File: src/rtl/stopwatch_pkg.sv
// Shared definitions for the stopwatch engine: state encoding, BCD digit
// constants and the preset validation helper.
package stopwatch_pkg;

    localparam int DIGIT_W    = 4;
    localparam int MAX_DIGITS = 7;   // 2 frac + 2 seconds + 3 minutes
    localparam int MAX_BITS   = MAX_DIGITS * DIGIT_W;

    localparam logic [DIGIT_W-1:0] DIGIT_MAX    = 4'd9;
    localparam logic [DIGIT_W-1:0] SEC_TENS_MAX = 4'd5;

    typedef enum logic [1:0] {
        ST_IDLE  = 2'd0,
        ST_RUN   = 2'd1,
        ST_PAUSE = 2'd2,
        ST_DONE  = 2'd3
    } state_t;

    // True when every populated digit of a preset is a legal value for its
    // position: tens-of-seconds 0..5, every other digit 0..9.
    function automatic logic preset_valid(input logic [MAX_BITS-1:0] value,
                                          input int frac_digits,
                                          input int num_digits);
        logic ok;
        ok = 1'b1;
        for (int i = 0; i < MAX_DIGITS; i++) begin
            if (i < num_digits) begin
                if (i == frac_digits + 1) begin
                    if (value[i*DIGIT_W +: DIGIT_W] > SEC_TENS_MAX) ok = 1'b0;
                end else begin
                    if (value[i*DIGIT_W +: DIGIT_W] > DIGIT_MAX) ok = 1'b0;
                end
            end
        end
        return ok;
    endfunction

endpackage

File: src/rtl/bcd_digit_counter.sv
// One BCD digit of the time counter. Counts modulo MODULUS; carry/borrow are
// combinational so a whole chain of digits ripples within one clock.
module bcd_digit_counter
    import stopwatch_pkg::*;
#(
    parameter int MODULUS = 10
) (
    input  logic               clk,
    input  logic               rst,
    input  logic               clr,
    input  logic               load,
    input  logic [DIGIT_W-1:0] load_val,
    input  logic               inc,
    input  logic               dec,
    output logic [DIGIT_W-1:0] value,
    output logic [DIGIT_W-1:0] value_next,
    output logic               carry,
    output logic               borrow
);

    localparam logic [DIGIT_W-1:0] LAST = DIGIT_W'(MODULUS - 1);

    // Next digit value: clear beats load beats count.
    always_comb begin
        // NOTE: default assignment first so no path leaves value_next unassigned (no latch).
        value_next = value;
        if (clr) begin
            value_next = '0;
        end else if (load) begin
            value_next = load_val;
        end else if (inc) begin
            value_next = (value == LAST) ? '0 : value + DIGIT_W'(1);
        end else if (dec) begin
            value_next = (value == '0) ? LAST : value - DIGIT_W'(1);
        end
    end

    assign carry  = inc && (value == LAST);
    assign borrow = dec && (value == '0);

    // Digit register.
    always_ff @(posedge clk or posedge rst) begin
        // NOTE: sequential state uses non-blocking assignments so every flop samples pre-edge values.
        if (rst) value <= '0;
        else     value <= value_next;
    end

endmodule

File: src/rtl/stopwatch_core.sv
// Stopwatch/timer engine: prescaler, BCD time counter (frac/sec/min digits),
// up/down modes, preset load and lap hold.
// Optional feature: define STOPWATCH_LAP_EN to enable the lap hold register;
// without it the lap input is ignored and lap_hold is tied low.
module stopwatch_core
    import stopwatch_pkg::*;
#(
    parameter int CLK_HZ      = 50000000,
    parameter int FRAC_DIGITS = 2,
    parameter int MIN_DIGITS  = 2
) (
    input  logic                                       clk,
    input  logic                                       rst,
    input  logic                                       start_pause,
    input  logic                                       clear,
    input  logic                                       lap,
    input  logic                                       dir_down,
    input  logic                                       load_valid,
    input  logic [DIGIT_W*(FRAC_DIGITS+2+MIN_DIGITS)-1:0] load_bcd,
    output logic [DIGIT_W*(FRAC_DIGITS+2+MIN_DIGITS)-1:0] bcd_out,
    output logic                                       running,
    output logic                                       lap_hold,
    output logic                                       expired,
    output logic                                       overflow,
    output logic                                       load_err
);

    localparam int NUM_DIGITS = FRAC_DIGITS + 2 + MIN_DIGITS;
    localparam int W          = DIGIT_W * NUM_DIGITS;
    localparam int TICK_HZ    = 10 ** FRAC_DIGITS;
    localparam int PRESCALE   = CLK_HZ / TICK_HZ;
    localparam int PS_W       = (PRESCALE > 1) ? $clog2(PRESCALE) : 1;
    localparam int SEC_TENS   = FRAC_DIGITS + 1;

    localparam logic [PS_W-1:0] PRESCALE_LAST = PS_W'(PRESCALE - 1);

    if (FRAC_DIGITS < 0 || FRAC_DIGITS > 2) begin : g_bad_frac
        $error("stopwatch_core: FRAC_DIGITS must be 0..2");
    end
    if (MIN_DIGITS < 1 || MIN_DIGITS > 3) begin : g_bad_min
        $error("stopwatch_core: MIN_DIGITS must be 1..3");
    end
    if (CLK_HZ % TICK_HZ != 0 || PRESCALE < 1) begin : g_bad_prescale
        $error("stopwatch_core: CLK_HZ must be an exact multiple of 10**FRAC_DIGITS");
    end

    state_t          state;
    logic            dir_latched;
    logic [PS_W-1:0] prescale;

    logic [W-1:0]    live;
    logic [W-1:0]    live_next;
    logic [NUM_DIGITS:0] inc_chain;
    logic [NUM_DIGITS:0] dec_chain;

    logic tick;
    logic preset_ok;
    logic cnt_load;
    logic step_up;
    logic step_down;
    logic live_zero;
    logic live_one;
    logic reach_zero;
    logic borrow_top_unused;

    // Decode the counter controls for this cycle; clear suppresses everything else.
    always_comb begin
        tick       = (state == ST_RUN) && (prescale == PRESCALE_LAST);
        preset_ok  = preset_valid(MAX_BITS'(load_bcd), FRAC_DIGITS, NUM_DIGITS);
        live_zero  = (live == '0);
        live_one   = (live == W'(1));
        cnt_load   = !clear && (state == ST_IDLE) && load_valid && preset_ok;
        step_up    = !clear && tick && !dir_latched;
        // A zero preset in countdown finishes at the first tick without stepping.
        step_down  = !clear && tick && dir_latched && !live_zero;
        reach_zero = !clear && tick && dir_latched && (live_zero || live_one);
    end

    assign inc_chain[0]      = step_up;
    assign dec_chain[0]      = step_down;
    assign borrow_top_unused = dec_chain[NUM_DIGITS];

    for (genvar g = 0; g < NUM_DIGITS; g++) begin : g_digit
        localparam int MOD = (g == SEC_TENS) ? int'(SEC_TENS_MAX) + 1 : int'(DIGIT_MAX) + 1;

        bcd_digit_counter #(.MODULUS(MOD)) u_digit (
            .clk        (clk),
            .rst        (rst),
            .clr        (clear),
            .load       (cnt_load),
            .load_val   (load_bcd[g*DIGIT_W +: DIGIT_W]),
            .inc        (inc_chain[g]),
            .dec        (dec_chain[g]),
            .value      (live[g*DIGIT_W +: DIGIT_W]),
            .value_next (live_next[g*DIGIT_W +: DIGIT_W]),
            .carry      (inc_chain[g+1]),
            .borrow     (dec_chain[g+1])
        );
    end

    // Control FSM with registered status and event pulses.
    always_ff @(posedge clk or posedge rst) begin
        if (rst) begin
            state       <= ST_IDLE;
            dir_latched <= 1'b0;
            prescale    <= '0;
            running     <= 1'b0;
            expired     <= 1'b0;
            overflow    <= 1'b0;
            load_err    <= 1'b0;
        end else begin
            expired  <= 1'b0;
            overflow <= 1'b0;
            load_err <= 1'b0;
            if (clear) begin
                state    <= ST_IDLE;
                prescale <= '0;
                running  <= 1'b0;
            end else begin
                case (state)
                    ST_IDLE: begin
                        if (load_valid && !preset_ok) load_err <= 1'b1;
                        if (start_pause) begin
                            state       <= ST_RUN;
                            running     <= 1'b1;
                            dir_latched <= dir_down;
                            prescale    <= '0;
                        end
                    end
                    ST_RUN: begin
                        prescale <= tick ? '0 : prescale + PS_W'(1);
                        if (step_up && inc_chain[NUM_DIGITS]) overflow <= 1'b1;
                        // Reaching zero wins over a coincident pause.
                        if (reach_zero) begin
                            state   <= ST_DONE;
                            running <= 1'b0;
                            expired <= 1'b1;
                        end else if (start_pause) begin
                            state   <= ST_PAUSE;
                            running <= 1'b0;
                        end
                    end
                    ST_PAUSE: begin
                        if (start_pause) begin
                            state   <= ST_RUN;
                            running <= 1'b1;
                        end
                    end
                    ST_DONE: begin
                        // Held at zero until clear.
                    end
                    default: begin
                        state   <= ST_IDLE;
                        running <= 1'b0;
                    end
                endcase
            end
        end
    end

    logic [W-1:0] display_next;

`ifdef STOPWATCH_LAP_EN
    logic [W-1:0] hold;
    logic [W-1:0] hold_next;
    logic         lap_hold_next;
    logic         lap_act;

    // Lap toggle: capture the live value on the first press, release on the next.
    always_comb begin
        lap_act       = !clear && !start_pause && lap &&
                        ((state == ST_RUN) || (state == ST_PAUSE));
        hold_next     = hold;
        lap_hold_next = lap_hold;
        if (clear) begin
            lap_hold_next = 1'b0;
        end else if (lap_act) begin
            if (!lap_hold) begin
                hold_next     = live;
                lap_hold_next = 1'b1;
            end else begin
                lap_hold_next = 1'b0;
            end
        end
        display_next = lap_hold_next ? hold_next : live_next;
    end

    // Lap hold register and flag.
    always_ff @(posedge clk or posedge rst) begin
        // NOTE: the hold register is a handful of flops, not a RAM, so it resets with everything else.
        if (rst) begin
            hold     <= '0;
            lap_hold <= 1'b0;
        end else begin
            hold     <= hold_next;
            lap_hold <= lap_hold_next;
        end
    end
`else
    logic lap_unused;

    assign lap_unused   = lap;
    assign lap_hold     = 1'b0;
    assign display_next = live_next;
`endif

    // Registered display value, updated in the same edge as the counter.
    always_ff @(posedge clk or posedge rst) begin
        if (rst) bcd_out <= '0;
        else     bcd_out <= display_next;
    end

endmodule

File: config.mk
export PLATFORM = sky130hd
export DESIGN_NAME = stopwatch_core
export DESIGN_NICKNAME = d
export VERILOG_FILES = /design/src/rtl/stopwatch_pkg.sv /design/src/rtl/bcd_digit_counter.sv /design/src/rtl/stopwatch_core.sv
export SDC_FILE = /design/constraint.sdc
export NUM_CORES = 1
export LEC_CHECK = 0
export CORE_UTILIZATION = 57
export CTS_CLUSTER_DIAMETER = 100
export DETAILED_ROUTE_END_ITERATION = 8
export GPL_TIMING_DRIVEN = 1
export PLACE_DENSITY = 0.9
export SKIP_LAST_GASP = 1
export SYNTH_ARGS = -nofsm -noshare
export SYNTH_HDL_FRONTEND = slang
export SYNTH_SLANG_ARGS = --single-unit
export TNS_END_PERCENT = 100
File: constraint.sdc
create_clock -name clk -period 4.7 [get_ports clk]
set_input_delay 0.94 -clock clk [delete_from_list [all_inputs] [get_ports clk]]
set_output_delay 0.94 -clock clk [all_outputs]
set_load 0.02 [all_outputs]
### After elaboration in Yosys (flattened, before gate mapping)

Cells that the tools add are included.

| cells by class | value |
|---|---|
| bitwise operators | 1 |
| $lt $le $gt $ge | 6 |
| reduce and logical (&&, ||, !) cells | 41 |
| add/sub/neg operators | 13 |
| muxes and demuxes | 65 |
| equality and inequality tests | 13 |

Operators with widths:

| cell | number |
|---|---|
| 2-to-1 mux 4 bit | 36 |
| 2-to-1 mux 19 bit | 3 |
| one-hot mux 19 bit (2 select lines) | 1 |
| adder 4 x 1 -> 4 bit, second input constant | 6 |
| == test 24 x 1 -> 1 bit, second input constant | 1 |
| logical NOT 24 bit | 1 |
| logical NOT 4 bit | 6 |
| subtractor 4 x 1 -> 4 bit, second input constant | 6 |
| logical AND 1 bit | 22 |
| == test 4 bit, second input constant | 5 |
| > comparator 4 bit, second input constant | 5 |
| adder 19 x 1 -> 19 bit, second input constant | 1 |
| == test 19 bit, second input constant | 1 |
| 2-to-1 mux 1 bit | 19 |
| 2-to-1 mux 2 bit | 4 |
| AND reduction 3 bit | 2 |
| nonzero test 3 bit | 2 |
| == test 4 x 3 -> 1 bit, second input constant | 1 |
| > comparator 4 x 3 -> 1 bit, second input constant | 1 |
| logical NOT 1 bit | 4 |
| != test 4 bit, second input constant | 1 |
| one-hot mux 2 bit (2 select lines) | 1 |
| != test 3 x 1 -> 1 bit, second input constant | 1 |
| != test 3 bit, second input constant | 1 |
| 8 further kinds | 8 |

| storage, ports and cells | value |
|---|---|
| register bits | 74 |
| word-level logic and storage cells | 153 |
| input port bits | 31 |

### Logic depth before layout (Yosys ltp)

| depth | value |
|---|---|
| depth in word-level cells | 14 |
| mapped depth | 8 |

### Modules after synthesis

Synthesis repeated with hierarchy kept, for this count alone.

| second synthesis, totals | value |
|---|---|
| cell total of the unflattened synthesis | 489 |
| area total of the unflattened synthesis | 4759.6 um2 |

By module, submodules not included:

| module | cells an instance | times used | sequential area each (um2) | area an instance (um2) |
|---|---|---|---|---|
| bcd_digit_counter at g_digit[0].u_digit ... | 49 | 5 | 100.1 | 434.2 |
| stopwatch_core | 197 | 1 | 1251.2 | 2157.1 |
| bcd_digit_counter at g_digit[3].u_digit | 47 | 1 | 100.1 | 431.7 |

### Worst setup path after synthesis

No wires, ideal clock.

| timing path | value |
|---|---|
| path type | in2reg |
| from | in clear |
| to | reg g_digit[1].u_digit.value[0] |
| required time | 4.569 ns |
| setup slack | 2.119 ns |
| arrival time | 2.450 ns |
| setup time | 0.131 ns |
| cell stages on the path | 8 |
| path through | clkbuf_1 nor3_1 nand2_1 nor3_2 clkbuf_1 nor2_1 a32oi_1 o21ai_0 |

| on the way | value |
|---|---|
| word-level cells in the longest chain between the ends | 9 |
| elaborated cells between the ends (all ways) | 14 |
| classes of those cells | 4 x mux; 10 x reduce/logical |

RTL lines:

| what | RTL line | RTL |
|---|---|---|
| from (decl) | stopwatch_core.sv:15 | `input logic clear,` |
| logical NOT 1 bit | stopwatch_core.sv:72, stopwatch_core.sv:73, stopwatch_core.sv:75 |  |
| logical AND 1 bit | stopwatch_core.sv:73, stopwatch_core.sv:75 |  |
| logical AND 1 bit (2 in series) | stopwatch_core.sv:75 | `step_down = !clear && tick && dir_latched && !live_zero;` |
| logical AND 1 bit | bcd_digit_counter.sv:39 | `assign borrow = dec && (value == '0);` |
| 2-to-1 mux 4 bit | bcd_digit_counter.sv:33 | `end else if (dec) begin` |
| 2-to-1 mux 4 bit | bcd_digit_counter.sv:31 | `end else if (inc) begin` |
| 2-to-1 mux 4 bit | bcd_digit_counter.sv:29 | `end else if (load) begin` |
| 2-to-1 mux 4 bit (*) | bcd_digit_counter.sv:27 | `if (clr) begin` |
| to (signal assigned) | bcd_digit_counter.sv:45 | `else value <= value_next;` |
| to (decl) | bcd_digit_counter.sv:15 | `output logic [DIGIT_W-1:0] value,` |

Mark *: on every way between the ends. The rest lies on a longest branch, timed or not.
A chain may end at the register's enable or synchronous reset.

### Final worst setup path

| timing path | value |
|---|---|
| from | in clear |
| to | reg g_digit[4].u_digit.value[2] |

| on the way | value |
|---|---|
| word-level cells in the longest chain between the ends | 12 |
| elaborated cells between the ends (all ways) | 20 |
| classes of those cells | 4 x mux; 16 x reduce/logical |

RTL lines:

| what | RTL line |
|---|---|
| logical NOT 1 bit | stopwatch_core.sv:72, stopwatch_core.sv:73, stopwatch_core.sv:75 |
| logical AND 1 bit | stopwatch_core.sv:73, stopwatch_core.sv:75 |
| logical AND 1 bit (2 in series) | stopwatch_core.sv:75 |
| logical AND 1 bit (4 in series) | bcd_digit_counter.sv:39 |
| 2-to-1 mux 4 bit | bcd_digit_counter.sv:33 |
| 2-to-1 mux 4 bit | bcd_digit_counter.sv:31 |
| 2-to-1 mux 4 bit | bcd_digit_counter.sv:29 |
| 2-to-1 mux 4 bit (*) | bcd_digit_counter.sv:27 |
| to (signal assigned) | bcd_digit_counter.sv:45 |
| to (decl) | bcd_digit_counter.sv:15 |

Marks and branches as above.

==> run_results.csv <==
group,metric,value,unit
outcome,status,"finished, final reports clean",
final_layout,n_antenna_cell,0,
critical_path,cpPeakStageDelay,0.73,ns
logic_synthesis,synthCells,472,
logic_synthesis,syn_nets,522,
final_layout,multiInputGateArea,0.00253,mm2
job,maxCapViolations,0,
logic_synthesis,syn_avg_cell_area,8.40,um2
logic_synthesis,netlist-cell-type-count,70,
timing,skew,0.0105,ns
logic_synthesis,ys_ff_latch,50,
detailed_routing,via_count,4009,
critical_path,worstSetupStartpointType,"input pin",
detailed_routing,drtIter0Drc,343,
final_layout,fillers,498,
die,die_y,85.4,um
place,place_inst,596,
cts,clk_latency,0.32,ns
logic_synthesis,synth_compound_area_frac,0.204,
timing,layout_setup_ws,1.19,ns
logic_synthesis,postSynth.asyncResetShare,1.00,
timing,tns,0,ns
critical_path,reg2reg_to,"bcd_out[23]$_DFFE_PP0P_",
global_routing,grt_pass1_vias,3663,
cts,cts_tree,"done",
die,start_util,0.587,
detailed_routing,wl_per_cell,17.5,um
logic_synthesis,synthSimpleGateAreaFrac,0.318,
logic_synthesis,synth_ff_type,"dfrtp_1",
final_layout,nets,573,
critical_path,path_depth,7,
global_routing,antenna_found_initial,0,
logic_synthesis,synth_fa_ha_area_frac,0.0600,
timing,relSlewSlack,0.281,
min_path,whs_endpoint,"prescale[0]$_DFFE_PP0P_",
pwr,vdd_drop_max,121,uV
detailed_routing,post_drt_via_cell_ratio,6.64,
place,gp_congestion,0.910,
global_routing,track_usage,0.290,
place,io_buffers,57,
critical_path,reg2regPathDepth,8,
detailed_routing,drt_wl_total,10600,um
timing,worst_pin_slew,1.08,ns
global_routing,grt-ovfl-total,0,
place,postPlaceCellArea,0.00459,mm2
timing,maxSlewViolCount,0,
critical_path,endpoint_kind,"flop",
die,die_area,0.00729,mm2
die,ios,60,
min_path,hold_depth,1,
pwr,p_leak,1.92,nW
critical_path,r2r_slack,1.78,ns
cts,cts_max_level,2,
critical_path,cp_num_buf_inv,1,
place,dp_hpwl,7580,um
timing,post-route-period-util,0.747,
min_path,min_from,"prescale[0]$_DFFE_PP0P_",
place,dp_slack,0.884,ns
die,die-width,85.4,um
timing,max_freq,0.285,GHz
final_layout,drive_gt1_frac,0.0668,
final_layout,fin_cells,604,
critical_path,cp.arrival,3.74,ns
global_routing,grt_start_max_net_pins,51,
logic_synthesis,synth_edf_count,0,
final_layout,area_growth,18.6,%
cts,cts-resized-gates,0,
timing,setup_viol,0,
critical_path,critPathRequiredTime,4.93,ns
final_layout,seqCellArea,0.00125,mm2
timing,final_hold_viol_count,0,
detailed_routing,drtAntennaViolNets,0,
cts,path_clk_slew,0.10,ns
logic_synthesis,yosys_warnings,0,
logic_synthesis,muxShareOfSynthArea,0.0313,
die,design.core.area,0.00676,mm2
cts,cts_inserted_buffers,5,
cts,cts_hold_buf,0,
timing,rsz0062_at_grt,"no",
logic_synthesis,seq_area_frac_synth,0.316,
detailed_routing,drtPass1Iterations,5,
timing,min_period,3.51,ns
critical_path,worstPathCellList,"clkdlybuf4s50_1, nor3b_2, nand4_2, nor4_4, nor3b_2, a31oi_1, o32ai_2",
cts,cts_setup_buffers,0,
cts,cts_buffer_depth,2,
cts,clockRootBuffer,"clkbuf_8",
critical_path,worstSetupPathType,"in -> reg",
critical_path,cp_top_family,"simple AND/OR/NAND/NOR gates",
min_path,min_path_type,"reg -> reg",
critical_path,crit_top_cell,"nor3b_2",
final_layout,finalInstanceArea,0.00470,mm2
critical_path,cp-startpoint,"clear",
critical_path,cp_max_fo,15,
cts,cts.sinks,50,
critical_path,cpMaxStageDelayCell,"clkdlybuf4s50_1",
detailed_routing,drc,0,
pwr,powerDensity,191,mW/mm2
critical_path,rr_startpoint,"g_digit[3].u_digit.value[0]$_DFFE_PP0P_",
logic_synthesis,syn_area,0.00396,mm2
logic_synthesis,synth-xor-area-share,0.0243,
die,rows,30,
logic_synthesis,synth_top_family_by_area,"simple AND/OR/NAND/NOR gates",
global_routing,grt_first_pass_wirelength,16900,um
## cells in the final DEF (no fill, tap or decap), types with 4 or more instances in the layout
master	instances
nand3_1	24
nor4_2	4
a21oi_1	28
mux2i_1	9
nor2_1	43
a211oi_1	7
nand4_1	13
a31oi_1	6
inv_1	28
dfrtp_1	50
nor3b_1	5
and3b_1	4
nor3_1	16
or3_1	8
and3_1	5
o21ai_0	32
a22oi_1	4
clkbuf_8	5
nand2_1	37
o211ai_1	5
o21ai_1	4
o21bai_1	4
a21o_1	6
clkdlybuf4s50_1	57
nor4_1	6
nand3b_1	4
a41oi_1	4
xor2_1	4
and2_1	6
ha_1	19
o31ai_1	6
xnor2_1	7
## kinds of logic after synthesis
logic type	after synthesis
compound gates	126
xor+xnor	11
fa+ha+maj	19
buf+inv	45
flops	50
mux	12
other cells	1
simple gates	208
## worst reg2reg max path, delay by kind of cell (launching register included)
| family | cells | cell delay, ns |
|---|---|---|
| AO/OA/AOI/OAI | 2 | 0.38 |
| AND/OR/NAND/NOR | 4 | 1.62 |
| buffers and inverters | 1 | 0.13 |
| adder cells (fa/ha/maj) | 1 | 0.23 |
| flip-flops | 1 | 0.47 |
## power breakdown
part | total, mW | switching [mW] | leakage (nW) | internal, mW
Combinational | 0.121 | 0.0701 | 1.17 | 0.0508
Sequential | 0.448 | 0.0117 | 0.692 | 0.437
Clock | 0.327 | 0.165 | 0.0591 | 0.163
Total | 0.897 | 0.247 | 1.92 | 0.650
## metrics by stage
stage / power, mW / hold WS [ns] / util
after floorplan: 0.522 / 0.474 / -
after global placement: 0.573 / 0.498 / 0.679
after detailed placement: 0.575 / 0.513 / 0.679
after CTS: 0.898 / 0.526 / 0.696
after global routing: 0.928 / 0.553 / 0.696
final: 0.897 / 0.533 / 0.696
## synth_stat cells (all sizes together) (6+ instances only)
cell type,instances,share of area
o21ai,36,0.045
dfrtp,50,0.32
and2,7,0.011
o31ai,6,0.011
a21oi,28,0.035
xnor2,7,0.015
nor3b,8,0.019
clkbuf,11,0.010
inv,29,0.027
nor2,43,0.041
nand2,37,0.035
a211oi,7,0.013
nand3,24,0.030
nand4,16,0.032
a21o,6,0.011
nor4,13,0.038
ha,19,0.060
nor3,18,0.027
a31oi,6,0.0095
or3,8,0.013
mux2i,9,0.023
## sequential cells by signal, summed over array words and instances, names as in the netlist
name                   count
bcd_out                    6
g_digit.u_digit.value     18
overflow                   1
expired                    1
load_err                   1
running                    1
state                      2
prescale                  19
dir_latched                1
## worst max path at each step
stage	endpoint	slack (ns)
finish	g_digit[4].u_digit.value[2]$_DFFE_PP0P_	1.19
global route	g_digit[4].u_digit.value[2]$_DFFE_PP0P_	0.95
CTS	g_digit[4].u_digit.value[2]$_DFFE_PP0P_	1.23
detailed placement	g_digit[4].u_digit.value[2]$_DFFE_PP0P_	0.88
global placement	g_digit[4].u_digit.value[2]$_DFFE_PP0P_	1.01
floorplan	g_digit[1].u_digit.value[0]$_DFFE_PP0P_	2.12
## layout make-up
class                      instances  share of cell area
multi-input combinational        377               0.539
clock buffer                       5              0.0146
timing repair buffer              60               0.126
inverter                          29              0.0232
tap                               80              0.0213
sequential                        50               0.266
clock inverter                     3              0.0101
## metal layers
layer / vias to the layer above / global-route usage / part of all wire
met1: 1884 / 0.376 / 0.41
li1: 1860 / - / -
met2: 223 / 0.469 / 0.48
met3: 42 / 0.0438 / 0.078
met5: - / 0 / 0
met4: 0 / 0.153 / 0.039
(Power assumes the default switching activity.)
